$ cat config.mk
export PLATFORM = sky130hd
export DESIGN_NAME = regfile_wb_arbiter
export DESIGN_NICKNAME = d
export VERILOG_FILES = /design/src/rtl/regfile_pkg.sv /design/src/rtl/regfile_scoreboard.sv /design/src/rtl/regfile_wb_arbiter.sv
export SDC_FILE = /design/constraint.sdc
export NUM_CORES = 1
export LEC_CHECK = 0
export BUFFER_PORTS_ARGS = -buffer_cell sky130_fd_sc_hd__buf_2
export CORE_AREA = 2 2 90 92
export CTS_BUF_LIST = sky130_fd_sc_hd__clkbuf_8
export DETAILED_ROUTE_END_ITERATION = 12
export DIE_AREA = 0 0 92 94
export GPL_TIMING_DRIVEN = 0
export PLACE_DENSITY = 0.84
export SLEW_MARGIN = 30
export SYNTH_ARGS = -nofsm -noshare
export SYNTH_HDL_FRONTEND = slang
export SYNTH_SLANG_ARGS = --single-unit
$ cat constraint.sdc
create_clock -name clock -period 2.29 [get_ports clock]
set_input_delay 0.1145 -clock clock [delete_from_list [all_inputs] [get_ports clock]]
set_output_delay 0.1145 -clock clock [all_outputs]
set_load 0.03 [all_outputs]
$ cat src/rtl/regfile_pkg.sv
// regfile_pkg: shared definitions for the register-file writeback slice.
//   DEF_DATA_WIDTH / DEF_ADDR_WIDTH : default parameter values for the slice.
//   req_e                           : writeback requester index (REQ_ALU=0, REQ_MEM=1).
package regfile_pkg;

    localparam int unsigned DEF_DATA_WIDTH = 32;
    localparam int unsigned DEF_ADDR_WIDTH = 5;

    typedef enum logic {
        REQ_ALU = 1'b0,
        REQ_MEM = 1'b1
    } req_e;

endpackage

$ cat src/rtl/regfile_scoreboard.sv
// regfile_scoreboard: per-register pending (busy) tracker with decode stall lookup.
// Ports:
//   clock, reset        : single clock, synchronous active-high reset
//   set_valid/address   : mark a destination register pending (address 0 ignored)
//   clear_valid/address : writeback accepted for a register, clears its pending bit
//   read_address_1/2    : decode source operands
//   busy                : registered pending vector, one bit per register
//   stall               : a decode source is pending
module regfile_scoreboard
    import regfile_pkg::*;
#(
    parameter int unsigned ADDR_WIDTH = DEF_ADDR_WIDTH
) (
    input  logic                         clock,
    input  logic                         reset,
    input  logic                         set_valid,
    input  logic [ADDR_WIDTH-1:0]        set_address,
    input  logic                         clear_valid,
    input  logic [ADDR_WIDTH-1:0]        clear_address,
    input  logic [ADDR_WIDTH-1:0]        read_address_1,
    input  logic [ADDR_WIDTH-1:0]        read_address_2,
    output logic [(2**ADDR_WIDTH)-1:0]   busy,
    output logic                         stall
);

    logic [(2**ADDR_WIDTH)-1:0] busy_q;
    logic [(2**ADDR_WIDTH)-1:0] busy_d;

    // Clear is applied before set so a same-edge issue to the written
    // register leaves it pending.
    always_comb begin
        busy_d = busy_q;
        if (clear_valid) begin
            busy_d[clear_address] = 1'b0;
        end
        if (set_valid && (set_address != '0)) begin
            busy_d[set_address] = 1'b1;
        end
    end

    always_ff @(posedge clock) begin
        if (reset) begin
            busy_q <= '0;
        end else begin
            busy_q <= busy_d;
        end
    end

    assign busy  = busy_q;
    assign stall = busy_q[read_address_1] | busy_q[read_address_2];

endmodule

$ cat src/rtl/regfile_wb_arbiter.sv
// regfile_wb_arbiter: arbitrates ALU and load-unit writebacks onto a single
// registered register-file write port and tracks pending destinations.
// Ports:
//   clock, reset                        : single clock, synchronous active-high reset
//   alu_valid/ready, alu_address/data   : requester 0 writeback handshake
//   mem_valid/ready, mem_address/data   : requester 1 writeback handshake
//   issue_valid, issue_address          : destination register becomes pending
//   read_address_1/2, stall             : decode operand lookup, stall if pending
//   write_enable/address/data_in        : registered register-file write port
//   busy                                : registered pending vector
// Configuration:
//   REGFILE_WB_ROUND_ROBIN_EN defined   : alternate grants when both requesters are valid
//   undefined (default)                 : fixed priority, ALU always wins
module regfile_wb_arbiter
    import regfile_pkg::*;
#(
    parameter int unsigned DATA_WIDTH = DEF_DATA_WIDTH,
    parameter int unsigned ADDR_WIDTH = DEF_ADDR_WIDTH
) (
    input  logic                         clock,
    input  logic                         reset,
    input  logic                         alu_valid,
    output logic                         alu_ready,
    input  logic [ADDR_WIDTH-1:0]        alu_address,
    input  logic [DATA_WIDTH-1:0]        alu_data,
    input  logic                         mem_valid,
    output logic                         mem_ready,
    input  logic [ADDR_WIDTH-1:0]        mem_address,
    input  logic [DATA_WIDTH-1:0]        mem_data,
    input  logic                         issue_valid,
    input  logic [ADDR_WIDTH-1:0]        issue_address,
    input  logic [ADDR_WIDTH-1:0]        read_address_1,
    input  logic [ADDR_WIDTH-1:0]        read_address_2,
    output logic                         stall,
    output logic                         write_enable,
    output logic [ADDR_WIDTH-1:0]        write_address,
    output logic [DATA_WIDTH-1:0]        write_data_in,
    output logic [(2**ADDR_WIDTH)-1:0]   busy
);

    req_e                  grant;
    logic                  accept;
    logic [ADDR_WIDTH-1:0] acc_address;
    logic [DATA_WIDTH-1:0] acc_data;

    logic                  we_q, we_d;
    logic [ADDR_WIDTH-1:0] wa_q, wa_d;
    logic [DATA_WIDTH-1:0] wd_q, wd_d;

`ifdef REGFILE_WB_ROUND_ROBIN_EN
    req_e last_grant_q, last_grant_d;
`endif

    always_comb begin
        grant = REQ_ALU;
        if (alu_valid && mem_valid) begin
`ifdef REGFILE_WB_ROUND_ROBIN_EN
            grant = (last_grant_q == REQ_ALU) ? REQ_MEM : REQ_ALU;
`else
            grant = REQ_ALU;
`endif
        end else if (mem_valid) begin
            grant = REQ_MEM;
        end
    end

    // Ready is suppressed during reset so nothing is accepted (and so
    // nothing is replayed) across the reset edge.
    always_comb begin
        alu_ready   = !reset && alu_valid && (grant == REQ_ALU);
        mem_ready   = !reset && mem_valid && (grant == REQ_MEM);
        accept      = alu_ready || mem_ready;
        acc_address = mem_ready ? mem_address : alu_address;
        acc_data    = mem_ready ? mem_data    : alu_data;
    end

    always_comb begin
        we_d = 1'b0;
        wa_d = wa_q;
        wd_d = wd_q;
        if (accept) begin
            we_d = (acc_address != '0);
            wa_d = acc_address;
            wd_d = acc_data;
        end
    end

    always_ff @(posedge clock) begin
        if (reset) begin
            we_q <= 1'b0;
            wa_q <= '0;
            wd_q <= '0;
        end else begin
            we_q <= we_d;
            wa_q <= wa_d;
            wd_q <= wd_d;
        end
    end

`ifdef REGFILE_WB_ROUND_ROBIN_EN
    always_comb begin
        last_grant_d = last_grant_q;
        if (accept) begin
            last_grant_d = grant;
        end
    end

    always_ff @(posedge clock) begin
        if (reset) begin
            last_grant_q <= REQ_MEM;
        end else begin
            last_grant_q <= last_grant_d;
        end
    end
`endif

    assign write_enable  = we_q;
    assign write_address = wa_q;
    assign write_data_in = wd_q;

    regfile_scoreboard #(
        .ADDR_WIDTH (ADDR_WIDTH)
    ) u_scoreboard (
        .clock          (clock),
        .reset          (reset),
        .set_valid      (issue_valid),
        .set_address    (issue_address),
        .clear_valid    (accept),
        .clear_address  (acc_address),
        .read_address_1 (read_address_1),
        .read_address_2 (read_address_2),
        .busy           (busy),
        .stall          (stall)
    );

endmodule
==> metrics.md, run 1 <==
| Metric | Value |
|---|---|
| Share of layout cells above drive strength 1 | `0.3472` |
| Top sig layer | `met4` |
| DRT antenna net count | `0` |
| Post-CTS sizing | `0` |
| Async SR Flop Fraction | `0` |
| PD cells | `608.1 nW/um2` |
| Predominant post-synthesis flop cell | `dfxtp_1` |
| Drt pass-1 iters | `5` |
| Synth-to-layout area growth | `39.74%` |
| Placed insts | `661` |
| Final hold vios | `0` |
| Routed vias/inst | `5.844` |
| Reg-to-Reg End | `write_data_in[31]` |
| Synth area leader | `dfxtp_1` |
| Max Freq | `0.4651 GHz` |
| Skew final | `0 ps` |
| Max_slew headroom | `0.5237` |
| DR DRC count | `0` |
| Die Y | `94 um` |
| Ranking of synthesized cells by area | `dfxtp_1, mux2i_1, nor2_1, mux4_2, o211ai_1` |
| CTS buffer count | `9` |
| Post-synthesis sequential area ratio | `0.3904` |
| Core area | `7607 um2` |
| Worst Setup Path Type | `flop to output port` |
| Via count | `4114` |
| Setup TNS | `0 ps` |
| Max_cap viols | `0` |
| Die Footprint | `8648 um2` |
| Clock-pin slew on the worst setup and hold paths | `80 ps` |
| Sw Pwr | `919.3 uW` |
| Sequential fraction of design power | `0.427` |
| Port bufs | `161` |
| Post-Place Worst Slack | `329.3 ps` |
| Data required, critical path | `2180 ps` |
| Flop2flop setup slack | `1300 ps` |
| WL per Instance | `18.41 um` |
| First-pass GRT wire length | `20060 um` |
| Peak VDD IR | `0.4292 mV` |
| Hold Crit Start | `alu_data[4]` |
| Syn. warnings | `0` |
| Gate Count Post-Synth | `398` |
| Initial Util | `0.4719` |
| CP max FO | `4` |
| Synth top area share | `0.3904` |
| P_int | `2.131 mW` |
| FF+latch area | `1401 um2` |
| Yosys cell types | `37` |
| # rows | `32` |
| Switching Share | `0.3014` |
| N_diodes | `0` |
| Status | `finished clean` |
| Total Wirelength | `12960 um` |
| Fin nets | `691` |
| GRT Total Usage | `0.2966` |
| DP HPWL | `8943 um` |
| Hold EP | `write_data_in[4]` |
| Placer Congestion | `0.8400` |
| Root buf cell | `clkbuf_8` |
| Fin cells | `704` |
| Worst R2R Start | `write_data_in[31]` |
| P_leak | `2.305 nW` |
| Multi-input gate area | `2054 um2` |
| Worst skew pair latency | `350 ps` |
| CP Capture Type | `output port` |
| Max Slew Vio Count | `0` |
| DR iter-0 viols | `311` |
| Worst slew pin tran | `714.5 ps` |
| #FFs+latches synth | `70` |
| Post-route setup slack | `139.8 ps` |
| HP Class | `input pin to flop` |
| CTS tree | `yes` |
| Number of synthesized flops with an enable pin | `0` |
| Data arrival, critical path | `2040 ps` |
| Post-Synthesis Cell Area | `3590 um2` |
| Largest net degree at the start of global routing | `14` |
| Clock Path Buffers | `2` |
| R2R cell count | `4` |
| # setup viols final | `0` |
| Mean Syn Cell Area | `9.019 um2` |
| Grt ovf | `0` |
| Clock share of power | `0.369` |
| H-tree depth | `3` |
| Hold depth | `3` |
| Filler cells | `590` |
| Vias in the first global route | `4145` |
| Clk sink count | `70` |
| Met1 WL | `4702 um` |
| Fin Hold WS | `0.008465 ps` |
| Die Span X | `92 um` |
| WL met3 | `1308 um` |
| Startpoint types | `flop` |
| WL met2 | `6349 um` |
| Net Count, Synth | `492` |
| Final worst path period share | `0.9389` |
| Antenna violations before repair | `0` |
| RSZ-0062 raised after global routing | `no` |
| Combinational share of power | `0.204` |
| Tmin final | `2150 ps` |
| Core Util, Final | `0.6594` |
| I/O pin total | `167` |
==> layout by cell type (no fill, tap or decap), types with 4 or more instances in the layout <==
master         synthesis  layout
dfxtp_1               70      70
o211ai_1              32      32
nand2_1                7       7
a21oi_1               36      36
a211oi_1               6       6
nor2b_1                6       6
o21ai_0               30      30
nand2b_1               6       6
mux2_2                 6       6
clkbuf_8               0       9
mux2i_1               41      41
nand4_1                4       4
buf_2                  5     166
mux4_2                11      11
nor2_1                73      73
buf_1                 10      10
nand3_1                7       7
nand3b_1               6       6
dlygate4sd3_1          0      27
or3_1                  4       4
clkbuf_1              11      11
==> cell type report <==
cell class | instances | area share
timing repair buffer | 188 | 0.2145
inverter | 2 | 0.001497
buffer | 28 | 0.02519
clock buffer | 9 | 0.02469
multi-input combinational | 298 | 0.4096
tap | 102 | 0.02544
clock inverter | 7 | 0.01971
sequential | 70 | 0.2794
==> critical path, stage by stage (launching register included) <==
cell and delay [ps]:
dfxtp_1 350, mux4_2 500, nor2_1 110, a311oi_1 70, a311oi_1 350, nand4_1 110, buf_2 200
==> per-stage QoR <==
stage                     total power [mW]  instance area (um2)
after floorplan                      1.679                 3590
after global placement               1.874                 4523
after detailed placement             1.891                 4523
after CTS                            3.027                 5016
after global routing                 3.156                 5016
final                                3.050                 5016
==> power groups by stage <==
| stage | logic, mW | clock network (mW) | registers, mW |
|---|---|---|---|
| global route | 0.662 | 1.19 | 1.31 |
| CTS | 0.600 | 1.13 | 1.30 |
| detailed placement | 0.564 | 0 | 1.33 |
| global placement | 0.548 | 0 | 1.33 |
| floorplan | 0.252 | 0 | 1.43 |
| finish | 0.622 | 1.13 | 1.30 |
==> cell families (layout without fill, tap and decap cells) <==
| logic type | count (synthesis) | after routing | synth area share |
|---|---|---|---|
| DFF | 70 | 70 | 0.3904 |
| buffers and inverters | 30 | 234 | 0.03729 |
| and+or+nand+nor | 125 | 125 | 0.1704 |
| muxes | 59 | 59 | 0.2060 |
| AOI/OAI and AO/OA | 114 | 114 | 0.1959 |
==> worst max path at each step <==
stage                                startpoint                     to  slack, ps  depth (start not counted)
final                     u_scoreboard.busy[16]                  stall        140                          6
after global routing      u_scoreboard.busy[16]                  stall         80                          6
after CTS                 u_scoreboard.busy[16]                  stall        180                          6
after detailed placement      read_address_1[0]                  stall        330                          8
after global placement        read_address_1[0]                  stall        390                          8
after floorplan                       alu_valid  u_scoreboard.busy[27]        550                          7
==> flip-flops by register name, summed over array words and instances (netlist names) <==
| signal | cells |
|---|---|
| write_address | 5 |
| u_scoreboard.busy | 32 |
| write_enable | 1 |
| write_data_in | 32 |
==> synth_stat cells, types with 7 or more instances <==
library cell and instances:
nor2_1 73, dfxtp_1 70, mux2i_1 41, a21oi_1 36
o211ai_1 32, o21ai_0 30, clkbuf_1 11, mux4_2 11
buf_1 10, nand2_1 7, nand3_1 7
==> metal layers <==
layer,global-route usage,vias to the layer above
met5,0,-
met4,0.1729,0
met3,0.07865,53
met1,0.3236,1901
li1,-,1862
met2,0.5196,298
==> timing repair <==
item                       CTS  global route
setup endpoints to repair    0             0
hold endpoints to repair    27             0
buffers inserted             0             0
hold buffers                27             0
Power figures use the tool's default switching activity.
==> run 2: changes to the inputs <==
- CORE_AREA: 2 2 90 92 -> 2 2 126 67
- DIE_AREA: 0 0 92 94 -> 0 0 128 69
==> run 2 against run 1 <==
  * Die area up 2.1%
  * Total power down 4.4%
  * Via count down 1.0%
  * Flip-flop and latch count unchanged
  * Setup slack better by 66 ps
  * Sequential share of layout area up 0.12 points
==> metrics.md, run 2 (synthesis gave the netlist of run 1 again) <==
| Metric | Value |
|---|---|
| Status | `finished clean` |
| CTS tree | `yes` |
| Root buf cell | `clkbuf_8` |
| Data arrival, critical path | `1970 ps` |
| Fin cells | `702` |
| Fin Hold WS | `13.46 ps` |
| Hold Buf Count CTS | `27` |
| Die Span X | `128 um` |
| DR DRC count | `0` |
| CP max FO | `4` |
| Routed vias/inst | `5.799` |
| Share of layout cells above drive strength 1 | `0.3472` |
| Via count | `4071` |
| Max_slew headroom | `0.4843` |
| # rows | `23` |
| H-tree depth | `3` |
| # setup viols final | `0` |
| P_leak | `2.283 nW` |
| Cell Chain, Critical Path | `mux4_2 -> nor2_1 -> a311oi_1 -> a311oi_1 -> nand4_1 -> buf_2` |
| Top sig layer | `met4` |
| DR iter-0 viols | `343` |
| Max Slew Vio Count | `0` |
| CTS buffer count | `9` |
| Most used cell, CP | `a311oi_1` |
| Met1 WL | `6034 um` |
| Largest net degree at the start of global routing | `14` |
| WL per Instance | `18.84 um` |
| Most common cell after layout, fill and taps aside | `buf_2` |
| Skew final | `0 ps` |
| Placer Congestion | `1.016` |
| Most frequent cells in the layout | `buf_2, nor2_1, dfxtp_1` |
| Worst slew pin tran | `773.6 ps` |
| WL met3 | `1308 um` |
| Slowest CP cell | `mux4_2` |
| Setup Fix Bufs, Post-CTS | `0` |
| Port bufs | `161` |
| PD cells | `583.9 nW/um2` |
| Final hold vios | `0` |
| Tmin final | `2085 ps` |
| Core area | `7712 um2` |
| Peak VDD IR | `0.3833 mV` |
| CP top delay family | `multiplexers` |
| Die Y | `69 um` |
| RSZ-0062 raised after global routing | `no` |
| Crit path depth | `6` |
| Clock-pin slew on the worst setup and hold paths | `80 ps` |
| Vias in the first global route | `3843` |
| Worst Setup Path Type | `flop to output port` |
| Clock Path Buffers | `2` |
| Crit-path max cell delay | `480 ps` |
| Worst skew pair latency | `340 ps` |
| Data required, critical path | `2180 ps` |
| Setup TNS | `0 ps` |
| CP Capture Type | `output port` |
| R2R cell count | `4` |
| Post-CTS sizing | `0` |
| Fin area | `4995 um2` |
| Grt ovf | `0` |
| Startpoint types | `flop` |
| Max Freq | `0.4797 GHz` |
| I/O pin total | `167` |
| DP HPWL | `10050 um` |
| Placed instance area | `4521 um2` |
| N_diodes | `0` |
| Die Footprint | `8832 um2` |
| Hold depth | `3` |
| First-pass GRT wire length | `20450 um` |
| Antenna violations before repair | `0` |
| Fin nets | `692` |
| Initial Util | `0.4654` |
| Drt pass-1 iters | `6` |
| WL met2 | `5674 um` |
| Synth-to-layout area growth | `39.14%` |
| Clk sink count | `70` |
| Bufs and invs on worst path | `1` |
| DRT antenna net count | `0` |
| GRT Total Usage | `0.2994` |
| Final worst path period share | `0.9103` |
| Total Wirelength | `13230 um` |
| Max_cap viols | `0` |
| Placed insts | `659` |
| HP Class | `input pin to flop` |
run 2: report_power, final:
group	internal [mW]	leakage, nW	switching (mW)	total (mW)
combinational	0.244	1.62	0.368	0.612
clock	0.504	0.0883	0.495	0.999
sequential	1.27	0.573	0.0362	1.31
run 2: final timing paths:
kind                    startpoint  slack (ps)                 to
min reg2reg       write_address[4]         520   write_address[4]
max reg2reg      write_data_in[13]        1430  write_data_in[13]
max          u_scoreboard.busy[16]         210              stall
min                   alu_data[13]          10  write_data_in[13]
run 2: layout make-up:
type | count | area, um2
fillers | 680 | 2718
plain buffers | 28 | 126.4
repair buffers | 189 | 1086
flip-flops and latches | 70 | 1401
clock buffers | 9 | 123.9
inverters | 2 | 7.507
multi-input cells | 298 | 2054
well taps | 100 | 125.1
clock inverters | 6 | 70.07
run 2: metal layers:
layer / GRT usage / up-vias
li1: - / 1870
met1: 0.4341 / 1953
met2: 0.4498 / 220
met3: 0.07376 / 28
met4: 0.06960 / 0
met5: 0 / -
run 2: worst reg2reg max path: stages (launching register included):
cell and delay (ps):
dfxtp_1 320, mux2i_1 170, nor2_1 70, a21oi_1 130
nor2_1 60
run 2: per-stage QoR:
step                power (mW)  setup slack (ps)  utilization
floorplan                1.679             549.4            -
global placement         1.881             364.0       0.5861
detailed placement       1.895             265.2       0.5861
CTS                      2.925             176.4       0.6463
global route             3.045             12.39       0.6476
finish                   2.916             205.4       0.6476
==> run 3: changes to the inputs <==
==> constraint.sdc (replaced) <==
create_clock -name clock -period 2.29 [get_ports clock]
set_input_delay 0.229 -clock clock [delete_from_list [all_inputs] [get_ports clock]]
set_output_delay 0.229 -clock clock [all_outputs]
set_load 0.03 [all_outputs]
==> run 3 against run 2 <==
  * Final cell count shrank 4.0%
  * Setup slack lost 130 ps
  * Wire length shrank 3.3%
  * Worst hold slack gained 91 ps
  * Total power shrank 1.2%
  * Sequential share of layout area grew 1.7 points
  * Fmax shrank 5.8%
  * Critical path depth is the same
  * Clock power is essentially flat
  * Critical endpoint unchanged
  * Highest routed layer unchanged
==> metrics.md, run 3 (synthesis gave the netlist of run 1 again) <==
| Metric | Value |
|---|---|
| CTS buffer count | `9` |
| GRT Total Usage | `0.2887` |
| Placed insts | `659` |
| Setup TNS | `0 ps` |
| Die Span X | `128 um` |
| CTS tree | `yes` |
| Peak VDD IR | `0.3874 mV` |
| Max Freq | `0.4521 GHz` |
| Post-route setup slack | `78.15 ps` |
| I/O pin total | `167` |
| Fin nets | `664` |
| WL per Instance | `18.97 um` |
| RSZ-0062 raised after global routing | `no` |
| FF+latch area | `1406 um2` |
| Port bufs | `161` |
| Drt pass-1 iters | `5` |
| Post-Place Worst Slack | `135.0 ps` |
| WL met3 | `1344 um` |
| Tmin final | `2212 ps` |
| Filler cells | `713` |
| Grt ovf | `0` |
| Vias in the first global route | `3714` |
| Top sig layer | `met4` |
| Largest net degree at the start of global routing | `14` |
| PD cells | `609.7 nW/um2` |
| Final hold vios | `0` |
| # setup viols final | `0` |
| Skew final | `0 ps` |
| Worst slew pin tran | `777.6 ps` |
| CP max FO | `4` |
| Status | `finished clean` |
| Synth-to-layout area growth | `31.65%` |
| # rows | `23` |
| Via count | `3962` |
| Worst skew pair latency | `340 ps` |
| Worst Setup Path Type | `flop to output port` |
| DR DRC count | `0` |
| Initial Util | `0.4654` |
| Total Wirelength | `12790 um` |
| Placer Congestion | `1.016` |
| Clock Path Buffers | `2` |
| CP Capture Type | `output port` |
| DRT antenna net count | `0` |
| Core area | `7712 um2` |
| Most common cell after layout, fill and taps aside | `buf_2` |
| Share of layout cells above drive strength 1 | `0.3728` |
| Max_cap viols | `0` |
| Most frequent cells in the layout | `buf_2, nor2_1, dfxtp_1` |
| WL met2 | `5346 um` |
| Antenna violations before repair | `0` |
| Startpoint types | `flop` |
| Root buf cell | `clkbuf_8` |
| Fin cells | `674` |
| Data arrival, critical path | `1980 ps` |
| Clock-pin slew on the worst setup and hold paths | `80 ps` |
| Die Y | `69 um` |
| Clk sink count | `70` |
| Hold Buf Count CTS | `0` |
| Max_slew headroom | `0.4816` |
| HP Class | `input pin to flop` |
| Routed vias/inst | `5.878` |
| First-pass GRT wire length | `19740 um` |
| Final worst path period share | `0.9659` |
| Die Footprint | `8832 um2` |
| DP HPWL | `10050 um` |
| N_diodes | `0` |
| Met1 WL | `5979 um` |
| Data required, critical path | `2060 ps` |
| Multi-input gate area | `2061 um2` |
| P_leak | `2.169 nW` |
| DR iter-0 viols | `361` |
| H-tree depth | `3` |
| Max Slew Vio Count | `0` |
run 3: cell types whose count changed in the layout (fill, tap and decap cells not counted), sizes merged:
cell         previous run  this run
dlygate4sd3            28         0
run 3: report_power, final:
| part | internal [mW] | switching, mW | total (mW) |
|---|---|---|---|
| logic | 0.214 | 0.358 | 0.572 |
| registers | 1.27 | 0.0359 | 1.30 |
| clock network | 0.504 | 0.500 | 1.00 |
run 3: final timing paths:
check / startpoint / cells past startpoint / slack (ps) / to
min: alu_data[3] / 3 / 100 / write_data_in[3]
max: u_scoreboard.busy[31] / 6 / 80 / stall
min reg2reg: write_address[2] / 2 / 520 / write_address[2]
max reg2reg: write_address[0] / 2 / 1440 / write_address[0]
run 3: final cells by class:
class | count | share of cell area
Inverter | 2 | 0.001589
Clock buffer | 9 | 0.02621
Buffer | 28 | 0.02674
Clock inverter | 6 | 0.01483
Tap cell | 100 | 0.02648
Multi-Input combinational cell | 298 | 0.4361
Sequential cell | 70 | 0.2976
Timing Repair Buffer | 161 | 0.1705
run 3: stage by stage:
stage,cell area (um2),power (mW),utilization,hold slack (ps)
after floorplan,3590,1.679,-,367.6
after global placement,4521,1.881,0.5861,453.7
after detailed placement,4521,1.895,0.5861,460.9
after CTS,4715,2.889,0.6113,89.03
after global routing,4726,3.005,0.6128,86.26
final,4726,2.881,0.6128,104.5
run 3: routing by layer:
metal  vias to the layer above  global-route usage
li1                       1808                   -
met1                      1915              0.4304
met2                       223              0.4177
met3                        16             0.07453
met4                         0             0.06471
met5                         -                   0
run 3: critical path, cell delays in order (launching register included):
cell and delay (ps):
dfxtp_1 380, mux4_2 510, nand4_1 110, nand4_1 110, a311oi_2 190, nand4_1 120
buf_2 200
run 3: timing repair:
item | CTS | global route
buffers inserted | 0 | 0
endpoints found under the setup margin | 0 | 1
resized for setup | 0 | 5
